`config.mk`:
```
export PLATFORM = sky130hd
export DESIGN_NAME = vect_issue_queue
export DESIGN_NICKNAME = d
export VERILOG_FILES = /design/src/rtl/vect_issue_queue.sv
export SDC_FILE = /design/constraint.sdc
export NUM_CORES = 1
export LEC_CHECK = 0
export ABC_AREA = 0
export BUFFER_PORTS_ARGS = -buffer_cell sky130_fd_sc_hd__buf_2
export CAP_MARGIN = 10
export CORE_UTILIZATION = 33
export CTS_CLUSTER_SIZE = 20
export DETAILED_ROUTE_END_ITERATION = 6
export HOLD_SLACK_MARGIN = 0.02
export PLACE_DENSITY_LB_ADDON = 0.1
export RECOVER_POWER = 25
export SETUP_SLACK_MARGIN = 0.02
export SLEW_MARGIN = 20
export SYNTH_ARGS = -nofsm -noshare
export SYNTH_HDL_FRONTEND = slang
export SYNTH_SLANG_ARGS = --single-unit
```
`constraint.sdc`:
```
create_clock -name clk_i -period 10.5 [get_ports clk_i]
set_input_delay 2.1 -clock clk_i [delete_from_list [all_inputs] [get_ports clk_i]]
set_output_delay 2.1 -clock clk_i [all_outputs]
set_load 0.03 [all_outputs]
```
`src/rtl/vect_issue_queue.sv`:
```
// vect_issue_queue: in-order issue queue between the scalar core and the vector lanes/LSU/SLDU.
// Define VIQ_BYPASS_EN to present a push into an empty queue on the issue port in the same cycle.
module vect_issue_queue #(
    parameter int  DATA_WIDTH = 32,
    parameter int  IQ_DEPTH   = 8,
    localparam int CNT_B      = $clog2(IQ_DEPTH + 1)
) (
    input  logic                  clk_i,
    input  logic                  rst_i,
    input  logic [DATA_WIDTH-1:0] vinstr_i,
    input  logic [DATA_WIDTH-1:0] rs1_i,
    input  logic [DATA_WIDTH-1:0] rs2_i,
    input  logic                  vreq_i,
    output logic                  v_iq_ack_o,
    output logic                  v_iq_drop_o,
    output logic                  v_iq_full_o,
    output logic [CNT_B-1:0]      v_iq_count_o,
    output logic                  issue_valid_o,
    input  logic                  issue_ready_i,
    output logic [DATA_WIDTH-1:0] issue_instr_o,
    output logic [DATA_WIDTH-1:0] issue_rs1_o,
    output logic [DATA_WIDTH-1:0] issue_rs2_o,
    output logic [1:0]            issue_unit_o,
    input  logic                  lsu_done_i,
    output logic                  v_lsu_active_o,
    input  logic                  flush_i
);

    localparam int PTR_B = $clog2(IQ_DEPTH);

    localparam logic [6:0] OPC_VLOAD  = 7'b0000111;
    localparam logic [6:0] OPC_VSTORE = 7'b0100111;
    localparam logic [6:0] OPC_OPV    = 7'b1010111;

    localparam logic [2:0] F3_OPMVV = 3'b010;
    localparam logic [2:0] F3_OPIVI = 3'b011;
    localparam logic [2:0] F3_OPIVX = 3'b100;
    localparam logic [2:0] F3_OPFVF = 3'b101;
    localparam logic [2:0] F3_OPMVX = 3'b110;
    localparam logic [2:0] F3_OPCFG = 3'b111;

    localparam logic [1:0] OFF_STRIDE = 2'b10;

    localparam logic [5:0] F6_VSLIDEUP   = 6'b001110;
    localparam logic [5:0] F6_VSLIDEDOWN = 6'b001111;
    localparam logic [5:0] F6_VADC       = 6'b010000;

    typedef enum logic [1:0] {
        UNIT_LANES = 2'd0,
        UNIT_LSU   = 2'd1,
        UNIT_SLDU  = 2'd2
    } unit_e;

    typedef struct packed {
        logic [DATA_WIDTH-1:0] instr;
        logic [DATA_WIDTH-1:0] rs1;
        logic [DATA_WIDTH-1:0] rs2;
        unit_e                 unit;
    } entry_t;

    entry_t           mem_q [IQ_DEPTH];
    logic [PTR_B-1:0] wr_ptr_q;
    logic [PTR_B-1:0] rd_ptr_q;
    logic [CNT_B-1:0] count_q;
    logic             full_q;
    logic             ack_q;
    logic             drop_q;
    logic             lsu_active_q;

    logic [6:0] opcode;
    logic [2:0] funct3;
    logic [5:0] funct6;
    logic [1:0] mop;
    logic       is_mem;
    logic       is_opv;
    entry_t     new_entry;

    assign opcode = vinstr_i[6:0];
    assign funct3 = vinstr_i[14:12];
    assign funct6 = vinstr_i[31:26];
    assign mop    = vinstr_i[27:26];
    assign is_mem = (opcode == OPC_VLOAD) || (opcode == OPC_VSTORE);
    assign is_opv = (opcode == OPC_OPV);

    // Decode of the incoming instruction into the entry that would be stored this cycle.
    always_comb begin
        // NOTE: every field gets a default first so no path through the branches leaves a latch.
        new_entry       = '0;
        new_entry.instr = vinstr_i;

        if (is_mem) begin
            new_entry.unit = UNIT_LSU;
        end else if (is_opv && funct3 != F3_OPCFG &&
                     (funct6 == F6_VSLIDEUP || funct6 == F6_VSLIDEDOWN)) begin
            new_entry.unit = UNIT_SLDU;
        end else if (is_opv && funct6 == F6_VADC &&
                     (funct3 == F3_OPMVV || funct3 == F3_OPMVX)) begin
            new_entry.unit = UNIT_SLDU;
        end else if (is_opv && funct3 == F3_OPMVV && funct6[5:3] == 3'b000) begin
            new_entry.unit = UNIT_SLDU;
        end else begin
            new_entry.unit = UNIT_LANES;
        end

        if (is_mem || (is_opv && (funct3 == F3_OPIVX || funct3 == F3_OPFVF ||
                                  funct3 == F3_OPMVV))) begin
            new_entry.rs1 = rs1_i;
        end else if (is_opv && funct3 == F3_OPIVI) begin
            new_entry.rs1 = {{(DATA_WIDTH-5){vinstr_i[19]}}, vinstr_i[19:15]};
        end

        if (is_mem && mop == OFF_STRIDE) begin
            new_entry.rs2 = rs2_i;
        end
    end

    logic       empty;
    entry_t     head;
    logic       lsu_stall;
    logic       head_valid;
    logic       push_req;
    logic       push_ok;
    logic       bypass;
    logic       dispatch;
    logic       store_push;
    logic       pop;
    logic [CNT_B-1:0] count_next;

    assign empty      = (count_q == '0);
    assign head       = mem_q[rd_ptr_q];
    assign lsu_stall  = lsu_active_q && !lsu_done_i;
    assign head_valid = !empty && !(head.unit == UNIT_LSU && lsu_stall);
    assign push_req   = vreq_i && !flush_i;
    assign push_ok    = push_req && !full_q;

`ifdef VIQ_BYPASS_EN
    assign bypass = empty && push_ok && !(new_entry.unit == UNIT_LSU && lsu_stall);
`else
    assign bypass = 1'b0;
`endif

    assign issue_valid_o = head_valid || bypass;
    assign dispatch      = issue_valid_o && issue_ready_i && !flush_i;
    // A bypassed push that dispatches immediately never occupies a slot.
    assign store_push    = push_ok && !(bypass && issue_ready_i);
    assign pop           = dispatch && !bypass;
    assign count_next    = count_q + CNT_B'(store_push) - CNT_B'(pop);

    always_comb begin
        issue_instr_o = '0;
        issue_rs1_o   = '0;
        issue_rs2_o   = '0;
        issue_unit_o  = '0;
        if (bypass) begin
            issue_instr_o = new_entry.instr;
            issue_rs1_o   = new_entry.rs1;
            issue_rs2_o   = new_entry.rs2;
            issue_unit_o  = new_entry.unit;
        end else if (!empty) begin
            issue_instr_o = head.instr;
            issue_rs1_o   = head.rs1;
            issue_rs2_o   = head.rs2;
            issue_unit_o  = head.unit;
        end
    end

    // NOTE: payload storage has no reset; occupancy tracking alone decides what is valid.
    always_ff @(posedge clk_i) begin
        if (store_push) begin
            mem_q[wr_ptr_q] <= new_entry;
        end
    end

    always_ff @(posedge clk_i) begin
        // NOTE: state registers use non-blocking assignments so every read sees pre-edge values.
        if (rst_i) begin
            wr_ptr_q     <= '0;
            rd_ptr_q     <= '0;
            count_q      <= '0;
            full_q       <= 1'b0;
            ack_q        <= 1'b0;
            drop_q       <= 1'b0;
            lsu_active_q <= 1'b0;
        end else begin
            ack_q  <= push_ok;
            drop_q <= push_req && full_q;

            if (flush_i) begin
                wr_ptr_q <= '0;
                rd_ptr_q <= '0;
                count_q  <= '0;
                full_q   <= 1'b0;
            end else begin
                if (store_push) wr_ptr_q <= wr_ptr_q + PTR_B'(1);
                if (pop)        rd_ptr_q <= rd_ptr_q + PTR_B'(1);
                count_q <= count_next;
                full_q  <= (count_next == CNT_B'(IQ_DEPTH));
            end

            // A new LSU dispatch outranks a completion arriving in the same cycle.
            if (dispatch && issue_unit_o == UNIT_LSU) begin
                lsu_active_q <= 1'b1;
            end else if (lsu_done_i) begin
                lsu_active_q <= 1'b0;
            end
        end
    end

    assign v_iq_ack_o     = ack_q;
    assign v_iq_drop_o    = drop_q;
    assign v_iq_full_o    = full_q;
    assign v_iq_count_o   = count_q;
    assign v_lsu_active_o = lsu_active_q;

endmodule

```
* Word level (Yosys, flattened, before mapping) *
Memory sizes are Yosys's and may differ from the RTL's. A register that Yosys moved wholly into a read port is not among the register bits.
Cells that the tools add are included.

storage, ports and cells
  register bits = 14
  bits in writable memories = 784
  output and inout port bits = 107
  logic and storage cells = 78
  memories = 1

memory list
  memory  depth  bits a word  rd ports  clocked after memory_dff  wr ports  RTL line  text
  mem_q   8      98           1         1                         1         61        entry_t mem_q [IQ_DEPTH];

cells by class
  add/subtract/negate cells = 4
  eq/ne operators = 16
  multiplexer cells = 17
  reductions and logical operators = 33

operator list
  kind                 number
  $mux 32              6
  $logic_and 1x1->1    18
  $eq 6x4->1 const B   2
  $mux 2               5
  $eq 3x3->1 const B   3
  $eq 7x3->1 const B   1
  $eq 7x6->1 const B   1
  $eq 7x7->1 const B   1
  $add 3x1->3 const B  2
  $eq 3x2->1 const B   2
  $eq 6x5->1 const B   1
  $logic_or 1x1->1     6
  $mux 3               2
  $logic_not 1->1      5
  $add 4x1->4          1
  $eq 2x1->1 const B   2
  $eq 4x4->1 const B   1
  $logic_not 4->1      1
  $mux 1               4
  $sub 4x1->4          1
  $logic_not 3->1      1
  $ne 3x3->1 const B   1
  $eq 2x2->1 const B   1
  $reduce_bool 2->1    1
  $reduce_or 2->1      1

* Longest topological paths before layout *
Gate-level depths: netlist (run 1).

  word-level depth = 9
  mapped depth = 13

* Worst setup path after synthesis (run 1) *
Ideal clock, no wire load.

  path kind = input-to-reg
  start = input port flush_i
  end = memory mem_q[1][0] in the netlist's numbering (enable)
  setup time = 0.675 ns
  arrival = 9.235 ns
  required time = 9.825 ns
  setup slack = 0.590 ns
  stages on the path = 3
  path buffers = 0
  cells stage by stage = nor3b_1 nand2_1 nor3_1

between the ends
  word-level cells in the longest chain between the ends = 5

ends and longest elaborated chain
  element                       RTL line  text
  start, declared               26        input logic flush_i
  $logic_not 1->1               133       assign push_req = vreq_i && !flush_i;
  $logic_and 1x1->1             133
  $logic_and 1x1->1             134       assign push_ok = push_req && !full_q;
  $mux 1                        169       if (store_push) begin
  $mux 1 (implied by the code)  170       mem_q[wr_ptr_q] <= new_entry;
  end, declared                 61

Every way passes these cells.

==> key figures, run 1 <==
STA
  • Total count of max-transition violations in the final report: 79
  • Setup_tns: 0 ps
  • Final setup violation count: 0
  • Max Clock Skew: 18.13 ps
  • Period utilization: 0.7522
  • RSZ-0062 raised after global routing: false
  • Final critical-path required period: 7898 ps
  • Worst setup margin: 2602 ps
  • Post-Route Hold Slack: 553.2 ps
  • Highest Clock Rate: 0.1266 GHz
  • Slew margin rel.: -1.042
  • Number of endpoints with negative hold slack in the final report: 0
  • Transition time at the pin with the least slew margin: 3063 ps

Power
  • Switching Fraction: 0.2136
  • Share of total power in the clock network: 0.434
  • Fraction of power consumed by sequential logic: 0.515
  • Leakage Power: 12.06 nW
  • Internal power: 5.371 mW
  • Maximum vdd drop: 0.1091 mV
  • Switch Pwr: 1.459 mW
  • Power density of the placed cells: 187.0 mW/mm^2
  • Share of power burned in combinational logic: 0.050

Die
  • Die boundary width: 309.2 microns
  • Starting Density: 0.3337
  • Core box area: 0.09333 sq mm
  • Die Ht: 309.2 microns
  • Number of rows created at floorplan: 112
  • Top-Level Pins: 209
  • Total die area: 0.09560 sq mm

Outcome
  • Status: finished, violations left
  • Violated checks: max-capacitance violations, max-slew violations

Clock network
  • Hold bufs inserted after CTS: 0
  • Worst-case clock buffer depth: 3
  • Post-CTS setup buffers: 0
  • Number of clock buffers inserted by TritonCTS: 88
  • Clock insertion delay at the later pin of the skew report: 630 ps
  • Count of clock tree sinks: 801
  • Total of cells resized after clock tree synthesis: 0
  • Deepest level of the CTS H-tree: 3
  • Buffer type at the clock tree root: sky130_fd_sc_hd__clkbuf_16
  • Clock-pin transition on the worst setup and hold timing paths: 50 ps
  • CTS tree: built

Drt
  • Wire length per cell after detailed routing: 25.50 microns
  • Iteration-0 DRC Markers: 1,006
  • Vias after detailed routing: 14.87k
  • First-pass detailed-route iteration total: 5
  • Via-per-instance ratio: 4.914
  • DRT Wirelength: 77,150 microns
  • Final antenna-violating net count: 0
  • DRC violations left: 0

Critical path
  • Crit Path Class: register to output port
  • Arrival time worst endpoint: 5800 ps
  • Worst reg2reg path depth: 13
  • Register-to-Register Setup Slack: 4270 ps
  • Critical R2R Capture: v_iq_full_o
  • Worst Setup EP: issue_instr_o[18]
  • Endpoint type of the worst setup path: output port
  • Worst Path Max Fanout: 67
  • CP startpoint kind: register
  • Required time of the critical path: 8400 ps

GRT
  • Largest net degree at the start of global routing: 112
  • Total global-route track usage: 0.1636
  • Number of global-route vias before repair: 16.16k
  • Overflow after GRT: 0
  • First-pass GRT wire length: 112,700 microns
  • Initial antenna violation count: 10

Placement
  • Worst setup slack before clock tree synthesis: 4828 ps
  • Placed wire-length estimate after detailed placement: 40,970 microns
  • Gpl congestion: 0.7047
  • Post-placement cell count: 2,861
  • Buffers added on ports: 208

Yosys
  • Synthesized area: 0.03114 sq mm
  • Post-synth net total: 1,547
  • Part of the Yosys area used for sequential elements: 0.7670
  • Post-synthesis cell type count: 42
  • Instance count of the mapped netlist: 1,437
  • Flop and latch count out of synthesis: 801
  • Yosys synthesis warning count: 0
  • Post-Syn Area per Cell: 21.67 sq um

Run
  • Max-cap violations: 2

Finish
  • Finished Layout Cells: 3,026
  • Area delta synth->final: 17.30%
  • Final net count: 1,808
  • Layout Utilization: 0.3914
  • Fraction of layout instances using a drive strength above 1: 0.3073

Hold path
  • Hold WC Path Type: register to register
  • Critical hold path startpoint: rd_ptr_q[1]
==> worst max-delay path: stages, from the launching register on <==
cell and delay (ps):
sky130_fd_sc_hd__dfxtp_4 590, sky130_fd_sc_hd__clkbuf_1 2200, sky130_fd_sc_hd__buf_4 1080, sky130_fd_sc_hd__mux4_2 370, sky130_fd_sc_hd__mux2i_1 70, sky130_fd_sc_hd__nor2_1 510
sky130_fd_sc_hd__buf_2 310
==> area by class of cell <==
cell class	instances	area, sq um
Timing Repair Buffer	248	1314
Fill cell	8565	56800
Sequential cell	801	23890
Tap cell	1254	1569
Clock buffer	121	2492
Inverter	7	26.28
Antenna cell	5	12.51
Multi-Input combinational cell	552	6934
Clock inverter	38	284.0
==> layer usage <==
layer	global-route usage	wire length, microns	share of wire
met1	0.2271	35020	0.45
met4	0.04271	1304	0.017
met5	0	49	0.00064
met3	0.03268	3943	0.051
met2	0.2626	36840	0.48
==> state kept, by name, indices dropped and copies added (netlist names), named ones only <==
signal	flops
v_iq_ack_o	1
mem_q	784
v_iq_full_o	1
v_lsu_active_o	1
v_iq_count_o	4
v_iq_drop_o	1
rd_ptr_q	3
wr_ptr_q	3
==> layout by cell type, fill, tap and decap left out, types with 2 or more instances in the layout <==
| master | Yosys | layout |
|---|---|---|
| sky130_fd_sc_hd__a21o_1 | 29 | 29 |
| sky130_fd_sc_hd__a21oi_1 | 4 | 3 |
| sky130_fd_sc_hd__a22o_1 | 4 | 4 |
| sky130_fd_sc_hd__a31oi_1 | 2 | 2 |
| sky130_fd_sc_hd__and2_1 | 34 | 34 |
| sky130_fd_sc_hd__and3_1 | 3 | 3 |
| sky130_fd_sc_hd__buf_2 | 24 | 166 |
| sky130_fd_sc_hd__buf_4 | 11 | 36 |
| sky130_fd_sc_hd__bufinv_16 | 0 | 4 |
| sky130_fd_sc_hd__clkbuf_1 | 22 | 66 |
| sky130_fd_sc_hd__clkbuf_16 | 0 | 93 |
| sky130_fd_sc_hd__clkbuf_8 | 0 | 6 |
| sky130_fd_sc_hd__clkinv_1 | 0 | 14 |
| sky130_fd_sc_hd__clkinv_2 | 0 | 17 |
| sky130_fd_sc_hd__dfxtp_1 | 17 | 14 |
| sky130_fd_sc_hd__dfxtp_4 | 0 | 3 |
| sky130_fd_sc_hd__diode_2 | 0 | 5 |
| sky130_fd_sc_hd__edfxtp_1 | 784 | 784 |
| sky130_fd_sc_hd__ha_1 | 7 | 7 |
| sky130_fd_sc_hd__inv_1 | 7 | 7 |
| sky130_fd_sc_hd__inv_6 | 0 | 2 |
| sky130_fd_sc_hd__mux2_2 | 3 | 3 |
| sky130_fd_sc_hd__mux2i_1 | 99 | 99 |
| sky130_fd_sc_hd__mux4_2 | 196 | 196 |
| sky130_fd_sc_hd__nand2_1 | 4 | 4 |
| sky130_fd_sc_hd__nand2b_1 | 4 | 4 |
| sky130_fd_sc_hd__nand3_1 | 4 | 4 |
| sky130_fd_sc_hd__nand3b_1 | 4 | 4 |
| sky130_fd_sc_hd__nor2_1 | 117 | 111 |
| sky130_fd_sc_hd__nor2_4 | 0 | 6 |
| sky130_fd_sc_hd__nor2b_1 | 4 | 4 |
| sky130_fd_sc_hd__nor3_1 | 7 | 5 |
| sky130_fd_sc_hd__nor3_2 | 0 | 2 |
| sky130_fd_sc_hd__nor3b_1 | 4 | 3 |
| sky130_fd_sc_hd__o211ai_1 | 5 | 5 |
| sky130_fd_sc_hd__or2_2 | 2 | 2 |
| sky130_fd_sc_hd__xnor2_1 | 2 | 2 |
| sky130_fd_sc_hd__xor2_1 | 2 | 2 |
==> through the flow <==
step                area (sq um)  power [mW]
floorplan                  31140       3.801
global placement           33780       3.939
detailed placement         33780       3.942
CTS                        36550       6.938
global route               36510       7.070
finish                     36530       6.830
==> Yosys cell counts, drive strengths merged <==
cell type	instances	area (sq um)
clkbuf	22	82.58
dfxtp	17	340.3
fa	1	20.02
nor2	118	445.4
nand4b	1	8.760
xnor2	2	17.52
nor2b	4	25.02
buf	55	285.3
nor4	1	6.260
nand2b	4	25.02
o211a	1	10.01
a21oi	4	20.02
inv	7	26.28
mux2i	100	1005
or2	2	12.51
ha	7	87.58
mux4	196	4414
and3b	1	8.760
mux2	3	33.78
nand3b	4	30.03
nand2	4	15.01
a221o	1	10.01
a22o	4	35.03
a31oi	2	12.51
xor2	2	17.52
nor3b	4	30.03
and2	34	212.7
edfxtp	784	23540
or4b	1	10.01
o21bai	1	7.510
a21boi	1	7.510
nor3	7	35.03
a21o	29	217.7
o211ai	5	37.54
nand4	1	6.260
and3	3	18.77
nand3	4	20.02
==> logic make-up (layout without fill, tap and decap cells) <==
logic type | count (synthesis) | after routing | synth area share
simple gates | 193 | 193 | 0.02921
fa+ha+maj | 8 | 8 | 0.003455
mux | 299 | 299 | 0.1751
compound gates | 48 | 48 | 0.01149
buf+inv | 84 | 414 | 0.01266
other cells | 0 | 5 | 0
flops | 801 | 801 | 0.7670
xor+xnor | 4 | 4 | 0.001125
==> worst min path at each step <==
stage | cells past startpoint | slack (ps) | end
final | 2 | 550 | register
after global routing | 1 | 580 | v_iq_drop_o
after CTS | 1 | 550 | v_iq_drop_o
after detailed placement | 1 | 540 | v_iq_drop_o
after global placement | 2 | 530 | register
after floorplan | 2 | 490 | register
==> power groups by stage <==
| stage | Clock, mW | Sequential, mW | Combinational, mW |
|---|---|---|---|
| 2_1_floorplan | 0 | 3.59 | 0.211 |
| 3_3_place_gp | 0 | 3.58 | 0.355 |
| 3_5_place_dp | 0 | 3.59 | 0.356 |
| 4_1_cts | 3.06 | 3.52 | 0.357 |
| 5_1_grt | 3.18 | 3.52 | 0.373 |
| 6_report | 2.97 | 3.52 | 0.344 |
No activity file was read; power rests on OpenSTA's default activity.
==> inputs of run 2 (changes only) <==
clock period = 7.7 ns   (was 10.5 ns; I/O delays follow)
==> run 2 against run 1 <==
Effect of this change:
- the flow still finishes with violations (max-capacitance violations, max-slew violations)
- flip-flop and latch count unchanged
- core utilization unchanged
- non-clock buffer count decreased by 4
- sequential share of layout area about the same
- via count unchanged
- largest cell class unchanged
==> key figures, run 2 (same netlist as run 1, synthesis figures left out) <==
Outcome
  • Status: finished, violations left
  • Violated checks: max-capacitance violations, max-slew violations

Drt
  • Final antenna-violating net count: 0 (unchanged)
  • Vias after detailed routing: 14.87k (unchanged)
  • DRT Wirelength: 75,280 microns (-2.4%)
  • DRC violations left: 0 (unchanged)
  • Via-per-instance ratio: 4.925 (+0.23%)
  • Iteration-0 DRC Markers: 1,064 (+5.8%)
  • Wire length per cell after detailed routing: 24.93 microns (-2.2%)
  • First-pass detailed-route iteration total: 5 (unchanged)

Critical path
  • Worst Path Max Fanout: 26 (-61%)
  • Worst reg2reg path depth: 13 (unchanged)
  • Critical path, cell by cell: buf_4, mux4_2, mux2i_2, nor2_2, a21oi_1, buf_2
  • Arrival time worst endpoint: 4550 ps (-1250 ps)
  • Buffers & Inverters on Critical Path: 2 (-1)
  • Crit Path Class: register to output port
  • CP startpoint kind: register
  • Worst path max stage delay: 1560 ps (-640 ps)
  • Max stage delay cell, worst path: sky130_fd_sc_hd__dfxtp_1
  • Register-to-Register Setup Slack: 2590 ps (-1680 ps)
  • Required time of the critical path: 6160 ps (-2240 ps)
  • Critical R2R Capture: v_iq_full_o
  • Cell class contributing the biggest share of worst-path delay: flip-flops
  • Endpoint type of the worst setup path: output port

Finish
  • Filler cell count: 8,537 (-0.33%)
  • Commonest non-fill, non-tap cell in the layout: sky130_fd_sc_hd__edfxtp_1
  • Fraction of layout instances using a drive strength above 1: 0.2997 (-0.007584)
  • Final net count: 1,804 (-0.22%)
  • Final antenna diode count: 0 (-5)
  • Register with the most flip-flops: mem_q
  • Area of the multi-input gates: 0.006914 sq mm (-0.29%)
  • Highest-count cells in the layout ignoring fill and taps: sky130_fd_sc_hd__edfxtp_1, sky130_fd_sc_hd__mux4_2, sky130_fd_sc_hd__buf_2, sky130_fd_sc_hd__nor2_1, sky130_fd_sc_hd__mux2i_1
  • Flip-flop count of the largest register, all copies and words added: 784 (unchanged)
  • Area delta synth->final: 17.30% (unchanged)
  • Combined flip-flop and latch cell area: 0.02389 sq mm (about the same)

Die
  • Die boundary width: 309.2 microns (unchanged)
  • Number of rows created at floorplan: 112 (unchanged)
  • Total die area: 0.09560 sq mm (unchanged)
  • Top-Level Pins: 209 (unchanged)
  • Core box area: 0.09333 sq mm (unchanged)
  • Die Ht: 309.2 microns (unchanged)
  • Starting Density: 0.3337 (unchanged)

STA
  • Total count of max-transition violations in the final report: 253 (+220%)
  • Post-Route Hold Slack: 548.3 ps (-4.938 ps)
  • Setup_tns: 0 ps (unchanged)
  • RSZ-0062 raised after global routing: false
  • Highest Clock Rate: 0.1642 GHz
  • Period utilization: 0.7912
  • Max Clock Skew: 34.35 ps (+16.22 ps)
  • Final critical-path required period: 6092 ps
  • Transition time at the pin with the least slew margin: 4542 ps (+1478 ps)
  • Slew margin rel.: -2.028 (-0.9856)
  • Final setup violation count: 0 (unchanged)
  • Number of endpoints with negative hold slack in the final report: 0 (unchanged)

Clock network
  • Worst-case clock buffer depth: 3 (unchanged)
  • Count of clock tree sinks: 801 (unchanged)
  • Hold bufs inserted after CTS: 0 (unchanged)
  • Total of cells resized after clock tree synthesis: 0 (unchanged)
  • Number of clock buffers inserted by TritonCTS: 88 (unchanged)
  • Deepest level of the CTS H-tree: 3 (unchanged)
  • Clock insertion delay at the later pin of the skew report: 640 ps (about the same)
  • CTS tree: built
  • Post-CTS setup buffers: 0 (unchanged)
  • Clock-pin transition on the worst setup and hold timing paths: 60 ps (about the same)
  • Buffer type at the clock tree root: sky130_fd_sc_hd__clkbuf_16

Hold path
  • Hold WC Path Type: register to register
  • Worst-case hold path end point: v_iq_drop_o
  • Cell depth of the worst min-delay path: 1 (-1)
  • Critical hold path startpoint: v_iq_full_o

Run
  • Max-cap violations: 10 (+8)

Power
  • Power density of the placed cells: 259.0 mW/mm^2 (+39%)
  • Leakage Power: 12.04 nW (-0.17%)
  • Maximum vdd drop: 0.1597 mV (+46%)
  • Pwr Total: 9.462 mW (+39%)

GRT
  • Overflow after GRT: 0 (unchanged)
  • Initial antenna violation count: 5 (-5)
  • Largest net degree at the start of global routing: 83 (-26%)
  • Total global-route track usage: 0.1593 (-0.004265)
  • Number of global-route vias before repair: 16.16k (unchanged)
  • First-pass GRT wire length: 110,100 microns (-2.3%)

Placement
  • Gpl congestion: 0.6886 (-2.3%)
  • Buffers added on ports: 208 (unchanged)
  • Placed wire-length estimate after detailed placement: 40,860 microns (-0.28%)
-- run 2: stage by stage --
stage	instances	util	cell area (sq um)	setup slack [ps]
detailed placement	2858	0.3621	33790	3200
global route	3019	0.3914	36530	1163
floorplan	1437	-	31150	979.4
CTS	3019	0.3927	36650	2475
finish	3019	0.3914	36530	1608
global placement	2858	0.3621	33790	3160
-- run 2: final cells by class --
class,instances,share of cell area
clock buffers,108,0.06351
clock inverters,53,0.01480
inverters,7,0.0007194
multi-input cells,552,0.1893
flip-flops and latches,801,0.6541
well taps,1254,0.04296
repair buffers,244,0.03467
-- run 2: how the worst max path moves through the flow --
| stage | slack (ps) | depth (start not counted) | to |
|---|---|---|---|
| global placement | 3160 | 5 | issue_rs2_o[13] |
| finish | 1610 | 6 | issue_valid_o |
| global route | 1160 | 6 | issue_valid_o |
| floorplan | 980 | 3 | mem_q[7][0] |
| CTS | 2470 | 5 | issue_rs2_o[13] |
| detailed placement | 3200 | 5 | issue_rs2_o[13] |
-- run 2: power by group --
| part | switching [mW] | internal (mW) | leakage [nW] |
|---|---|---|---|
| clock network | 1.69 | 2.50 | 1.40 |
| registers | 0.0122 | 4.79 | 7.68 |
| logic | 0.316 | 0.151 | 2.95 |
-- run 2: layer usage --
| metal | track usage | wire [microns] | vias up |
|---|---|---|---|
| met5 | 0 | 23 | - |
| met4 | 0.04237 | 1216 | 4 |
| met3 | 0.02693 | 3415 | 90 |
| met2 | 0.2481 | 35120 | 337 |
| met1 | 0.2309 | 35500 | 7987 |
| li1 | - | - | 6452 |
